## src/rtl/aes_ctr_block_gen.sv

```systemverilog
// AES-CTR counter block source: emits LANES counter blocks per AXI-Stream beat,
// incrementing only the low CTR_W bits and flagging wrap-around of that field.

module aes_ctr_lane #(
  parameter int CTR_W = 32,
  parameter int IDX   = 0
) (
  input  logic [127:0] base,
  output logic [127:0] blk,
  output logic         carry
);
  localparam logic [127:0] MASK = (CTR_W >= 128) ? {128{1'b1}} : ((128'd1 << CTR_W) - 128'd1);

  logic [128:0] sum;

  always_comb begin
    sum   = {1'b0, base & MASK} + 129'(IDX);
    blk   = (base & ~MASK) | (sum[127:0] & MASK);
    carry = sum > {1'b0, MASK};
  end
endmodule

module aes_ctr_block_gen #(
  parameter int LANES = 1,
  parameter int CTR_W = 32,
  parameter int NUM_W = 32
) (
  input  logic                 clk,
  input  logic                 rst,
  input  logic                 start,
  input  logic [127:0]         iv,
  input  logic [NUM_W-1:0]     num_blocks,
  input  logic                 m_axis_tready,
  output logic                 m_axis_tvalid,
  output logic [128*LANES-1:0] m_axis_tdata,
  output logic [LANES-1:0]     m_axis_tlane,
  output logic                 m_axis_tlast,
  output logic                 busy,
  output logic                 done,
  output logic                 wrapped
);
  typedef enum logic {IDLE, RUN} state_t;

  // Wide enough to compare rem against lane indices without truncation.
  localparam int CW = (NUM_W > 4) ? NUM_W + 1 : 5;

  state_t                  state, state_nxt;
  logic [127:0]            ctr;
  logic [NUM_W-1:0]        rem;
  logic                    wrap_q;
  logic [LANES:0][127:0]   blk;
  logic [LANES:0]          cy;
  logic [LANES-1:0]        lane_vld;
  logic                    hs, last, accept, beat_wrap;

  // Lane LANES is the next beat's base, and its carry is the advance carry.
  genvar i;
  generate
    for (i = 0; i <= LANES; i++) begin : g_lane
      aes_ctr_lane #(.CTR_W(CTR_W), .IDX(i)) u_lane (
        .base  (ctr),
        .blk   (blk[i]),
        .carry (cy[i])
      );
    end
    for (i = 0; i < LANES; i++) begin : g_out
      assign lane_vld[i] = CW'(rem) > CW'(i);
      assign m_axis_tdata[128*i +: 128] = m_axis_tvalid ? blk[i] : 128'd0;
    end
  endgenerate

  assign last      = CW'(rem) <= CW'(LANES);
  assign hs        = m_axis_tvalid & m_axis_tready;
  assign accept    = (state == IDLE) & start;
  assign beat_wrap = |(cy[LANES-1:0] & lane_vld);

  always_ff @(posedge clk or posedge rst) begin
    if (rst) state <= IDLE;
    else     state <= state_nxt;
  end

  always_comb begin
    state_nxt = state;
    case (state)
      IDLE: if (start && num_blocks != '0) state_nxt = RUN;
      RUN:  if (hs && last)                state_nxt = IDLE;
      default:                             state_nxt = IDLE;
    endcase
  end

  always_comb begin
    m_axis_tvalid = (state == RUN);
    busy          = (state == RUN);
  end

  always_ff @(posedge clk or posedge rst) begin
    if (rst) begin
      ctr    <= '0;
      rem    <= '0;
      wrap_q <= 1'b0;
      done   <= 1'b0;
    end else begin
      done <= (accept && num_blocks == '0) || (hs && last);
      if (accept) begin
        ctr    <= iv;
        rem    <= num_blocks;
        wrap_q <= 1'b0;
      end else if (hs) begin
        wrap_q <= wrap_q | beat_wrap | (~last & cy[LANES]);
        if (!last) begin
          ctr <= blk[LANES];
          rem <= rem - NUM_W'(LANES);
        end
      end
    end
  end

  assign m_axis_tlane = m_axis_tvalid ? lane_vld : '0;
  assign m_axis_tlast = m_axis_tvalid & last;
  assign wrapped      = wrap_q | (m_axis_tvalid & beat_wrap);
endmodule

```

## config.mk

```make
export PLATFORM = sky130hd
export DESIGN_NAME = aes_ctr_block_gen
export DESIGN_NICKNAME = d
export VERILOG_FILES = /design/src/rtl/aes_ctr_block_gen.sv
export SDC_FILE = /design/constraint.sdc
export NUM_CORES = 1
export LEC_CHECK = 0
export ABC_AREA = 1
export ABC_CLOCK_PERIOD_IN_PS = 8390
export CELL_PAD_IN_SITES_DETAIL_PLACEMENT = 0
export CELL_PAD_IN_SITES_GLOBAL_PLACEMENT = 1
export CORE_MARGIN = 8
export CORE_UTILIZATION = 33
export DETAILED_ROUTE_END_ITERATION = 12
export PLACE_DENSITY_LB_ADDON = 0.1
export SETUP_SLACK_MARGIN = 0.1
export SLEW_MARGIN = 20
export SYNTH_ARGS = -nofsm -noshare
export SYNTH_HDL_FRONTEND = slang
export SYNTH_SLANG_ARGS = --single-unit
```

## constraint.sdc

```tcl
create_clock -name clk -period 8.39 [get_ports clk]
set_clock_uncertainty 0.2 [all_clocks]
set_input_delay 2.517 -clock clk [delete_from_list [all_inputs] [get_ports clk]]
set_output_delay 2.517 -clock clk [all_outputs]
set_load 0.01 [all_outputs]
```

# After elaboration in Yosys (flattened, before gate mapping)
# Index checks and enable logic that the tools add are counted.
[word_totals]
latch_bits = 0
mem_bits_ro = 0
output_inout_bits = 134
regBits = 163
elab_cells = 46
inputBits = 164
mem_count = 0
mem_bits_rw = 0
[op_classes]
reduce_logical = 8
n_lt_le_gt_ge = 4
n_div = 0
bitwise_logic = 13
eq_ne = 1
n_mux = 13
shift = 0
multipliers = 0
add_sub_neg = 2
[op_table]
columns = ["cell", "n"]
rows = [
  ["2-to-1 mux 128 bit", 4],
  ["OR 128 x 32 -> 128 bit", 2],
  ["2-to-1 mux 32 bit", 3],
  ["adder 32 x 1 -> 33 bit (second input constant)", 1],
  ["> comparator 33 x 32 -> 1 bit (second input constant)", 1],
  ["> comparator 32 x 1 -> 1 bit (second input constant)", 1],
  ["> comparator 32 bit (second input constant)", 1],
  ["less-or-equal comparator 32 x 1 -> 1 bit (second input constant)", 1],
  ["logical NOT 32 bit", 1],
  ["nonzero test 32 bit", 1],
  ["subtractor 32 x 1 -> 32 bit (second input constant)", 1],
  ["bitwise AND 1 bit", 6],
  ["2-to-1 mux 1 bit", 5],
  ["logical AND 1 bit", 3],
  ["OR 1 bit", 3],
  ["inequality test 2 x 1 -> 1 bit (second input constant)", 1],
  ["inverter 1 bit", 2],
  ["case mux 1 bit (2 select lines)", 1],
  ["AND reduction 2 bit", 1],
  ["nonzero test 2 bit", 1],
  ["logical OR 1 bit", 1],
]

# Longest topological paths before layout
[depth]
depth_word = 6
mapped_depth = 15

# By module
# Synthesis repeated with hierarchy kept, for this count alone.
[hier_totals]
cells_unflattened = 2216
hier_area_um2 = 13341.5
[by_module_without_submodules]
columns = ["module", "area_per_inst_um2", "cells_each", "n_inst"]
rows = [
  ["aes_ctr_block_gen", 10396.2, 1699, 1],
  ["aes_ctr_lane (g_lane[1].u_lane)", 1973.1, 387, 1],
  ["aes_ctr_lane (g_lane[0].u_lane)", 972.2, 130, 1],
]

# Worst setup path before layout
# OpenSTA, ideal clock, no wires.
[synth_timing]
path_kind = "flip-flop to output port"
from = "register rem[0]"
to = "output port m_axis_tlast"
t_required_ns = 5.673
path_stages_with_launch = 11
arrival_time_ns = 1.555
path_buffers = 0
slack_ns = 4.118
path_cell_list = "dfrtp_1 -> inv_1 -> ha_1 -> nand2_1 -> nor2_4 -> nand2_4 -> nor2_4 -> nand3_1 -> o41ai_1 -> nand2_1 -> nor2_1"
[synth_via]
elab_chain_len = 2
[synth_lines]
columns = ["element", "line_no", "text"]
rows = [
  ["start: declaration", "49", "logic [NUM_W-1:0] rem;"],
  ["start signal: assignment", "106", "rem <= num_blocks;"],
  ["start signal: assignment", "112", "rem <= rem - NUM_W'(LANES);"],
  ["less-or-equal comparator 32 x 1 -> 1 bit", "72", "assign last = CW'(rem) <= CW'(LANES);"],
  ["bitwise AND 1 bit", "119", "assign m_axis_tlast = m_axis_tvalid & last;"],
  ["end: declaration", "37", "output logic m_axis_tlast,"],
]
# Every way passes these cells.

# Final worst setup path
[layout_timing]
from = "register state, in the netlist busy"
to = "output port m_axis_tdata[53]"
[layout_via]
elab_chain_len = 1
[layout_lines]
columns = ["element", "line_no", "text"]
rows = [
  ["start: declaration", "47", "state_t state, state_nxt;"],
  ["start signal: assignment", "79", "else state <= state_nxt;"],
  ["2-to-1 mux 128 bit", "68", "assign m_axis_tdata[128*i +: 128] = m_axis_tvalid ? blk[i] : 128'd0;"],
  ["end: declaration", "35", "output logic [128*LANES-1:0] m_axis_tdata,"],
]
# Every way passes these cells.

==> run summary <==
======================================================================================
Ratio of cells with drive above 1 in the final layout                            4.59%
Total negative setup slack                                                        0 ps
Number of cells in the design after placement                                     2052
Cells along the critical path                                             buf_4, nand2_1, inv_1, clkdlybuf4s50_1
Arrival time of data at the critical path endpoint                             2910 ps
Die boundary height                                                        186 microns
Largest cells by area after synthesis                                     dfrtp_1, nand2_1, inv_1, nor2_1, o21ai_0
# IOs                                                                              298
First-pass detailed-route iteration total                                            5
Total Die Area                                                             34700 sq um
# setup viols final                                                                  0
Library cell contributing the largest single delay on the critical path        dfrtp_4
Sinks on the clock net                                                             163
Starting density of the core                                                     33.4%
Layout net count                                                                  1855
Total number of vias                                                              9507
Clock-pin transition on the worst setup and hold timing paths                    70 ps
Buffer and inverter count on the worst path                                          3
Largest buffer count on any clock path                                               2
Number of synthesized flops with an enable pin                                       0
Inserted Clock Buffers                                                              17
Cell area after layout                                                     13400 sq um
Count of placed standard cells in the final layout, fillers left out              2085
Element type at the critical path end                                       output pin
First-pass GRT wire length                                                53500 microns
GR Overflow Total                                                                    0
Yosys synthesis warning count                                                        0
Cell family with most CP delay                                            buffers and inverters
Number of buffers inserted to repair setup after CTS                                 0
Max rail drop VDD                                                           0.000138 V
Register-to-Register Setup Slack                                               4700 ps
Share of Yosys cell area claimed by the top area cell type                       42.6%
Via count of the first global-routing pass                                        9764
F_max                                                                        0.178 GHz
CTS tree                                                                         built
Antenna violations before repair                                                     6
Largest net degree at the start of global routing                                   87
Worst Setup Start Kind                                                            flop
Mapped Nets                                                                       1597
Cell taking the most area after synthesis                                      dfrtp_1
Total of max-cap violations                                                          0
Total Wirelength                                                          33800 microns
Total DRC errors in the routed layout                                                0
Number of standard-cell rows in the floorplan                                       62
Clock latency on the worst-skew pair                                            430 ps
Count of hold-fix buffers inserted at cts                                            0
Area inside the core boundary                                              28600 sq um
Final count of hold timing violations                                                0
Category of the critical setup timing path                                flop to output pin
Run status                                                                   completed
Most common cell in the synthesized netlist                                    nand2_1
Gate Count Post-Synth                                                             1429
Port Buffers                                                                       297
Clock Root Buffer                                                            clkbuf_16
Mean instance size in the synthesized netlist                               6.69 sq um
Power Dens Cells                                                           273 nW/um^2
Critical path fanouts, max                                                          77
Data required time at the worst endpoint                                       5670 ps
Top cells by instance count after synthesis                               nand2_1, inv_1, dfrtp_1
Count of routing violations after the opening detailed-route iteration             641
Period utilization                                                               67.1%
Share of flip-flops with an asynchronous set or reset                             100%
Critical path's largest stage delay                                            1000 ps
Synth-to-layout area growth                                                      40.0%
Sequential-to-total area share from yosys stat                                   42.6%
Synthesized cell area                                                       9570 sq um
Class of the tightest hold or removal check                               flop to flop
Die Wd                                                                     186 microns
Setup repair after global routing missed its margin                                 no
Remaining antenna violation count after routing                                      0
Post-detailed-placement half-perimeter wirelength                         24500 microns
GRT Overall Usage                                                                19.6%
Post-synthesis register bit count                                                  163
Placed instance area                                                       12800 sq um
Weighted congestion at the end of routability-driven global placement            0.826
Number of H-tree levels                                                              4
Worst Tran Pin Value                                                            997 ps
Pins Over Slew Limit                                                                 0
Vias per inst                                                                     4.56
Dominant synthesized flop cell                                                 dfrtp_1
Routed WL per cell                                                        16.2 microns
Worst slew slack as a fraction of its limit                                      33.5%
Resized cells post-CTS                                                               0
Clock period minus final worst setup slack                                     5630 ps
Library cells used by synthesis                                                     38
Leak pwr                                                                    0.00697 uW
======================================================================================
-- worst min-delay path: cells and delay by family (launching register included) --
| kind | cells | cell delay, ps |
|---|---|---|
| AND/OR/NAND/NOR | 2 | 100 |
| flip-flops | 1 | 350 |
-- report_power, final --
| part | total [uW] | internal, uW | switching (uW) |
|---|---|---|---|
| combinational | 1540 | 734 | 806 |
| sequential | 1320 | 1050 | 269 |
| clock | 797 | 401 | 396 |
-- cell type report --
cell class                      instances  area (sq um)
Inverter                              195           739
Antenna cell                            2          5.00
Clock buffer                           17           425
Fill cell                            2946         15200
Clock inverter                         14           154
Tap cell                              384           480
Multi-Input combinational cell       1008          4490
Sequential cell                       163          4080
Timing Repair Buffer                  302          3020
-- path summary, 6_finish.rpt --
check	cells past startpoint	to	start
setup / recovery	4	m_axis_tdata[53]	busy
hold / removal	2	ctr[104]	ctr[104]
setup reg to reg	8	rem[17]	busy
hold reg to reg	2	ctr[104]	ctr[104]
max in group asynchronous	3	ctr[66]	rst
min in group asynchronous	2	ctr[42]	rst
-- layout by cell type, fill, tap and decap left out, types with 9 or more instances in the layout --
| cell type | netlist | final |
|---|---|---|
| clkdlybuf4s50_1 | 0 | 297 |
| inv_1 | 192 | 190 |
| nor2_1 | 139 | 139 |
| nor4_1 | 10 | 10 |
| clkbuf_16 | 0 | 17 |
| o21ai_0 | 56 | 56 |
| nor3_1 | 15 | 15 |
| nand2_1 | 607 | 606 |
| o22ai_1 | 28 | 28 |
| nand3_1 | 41 | 41 |
| nor2_2 | 9 | 9 |
| xor2_1 | 18 | 18 |
| nand4_1 | 15 | 15 |
| dfrtp_1 | 163 | 162 |
| nand2_2 | 10 | 10 |
| a21oi_1 | 9 | 9 |
-- metal layers --
metal,global-route usage (%),vias up,share of wire [%]
met3,8.90,28,9.9
met1,23.5,4338,43
met2,31.9,254,46
li1,-,4879,-
met4,4.80,8,1.2
met5,0,-,0.15
-- sequential cells by signal (all words and copies together) (netlist names) --
signal,cells
ctr,128
rem,32
done,1
busy,1
wrap_q,1
-- metrics by stage --
| stage | worst slack (ps) | total power (uW) | hold WS, ps | util [%] |
|---|---|---|---|---|
| floorplan | 1270 | 2130 | 249 | - |
| global placement | 2670 | 2880 | 262 | 44.8 |
| detailed placement | 2640 | 2890 | 265 | 44.8 |
| CTS | 2680 | 3710 | 284 | 46.8 |
| global route | 2500 | 3960 | 302 | 46.8 |
| finish | 2760 | 3660 | 281 | 46.8 |
-- kinds of logic (layout without fill, tap and decap cells) --
kind of cell               count (synthesis)  after routing  share of synthesized area (%)
AOI/OAI and AO/OA                        115            115                           6.81
xor gates and xnor gates                  26             26                           2.46
adders and majority gates                  4              4                          0.523
buffers and inverters                    258            528                           10.5
DFF                                      163            163                           42.6
other                                      0              2                              0
and+or+nand+nor                          863            863                           37.0
Note: power is estimated with default switching activity, not from simulation.
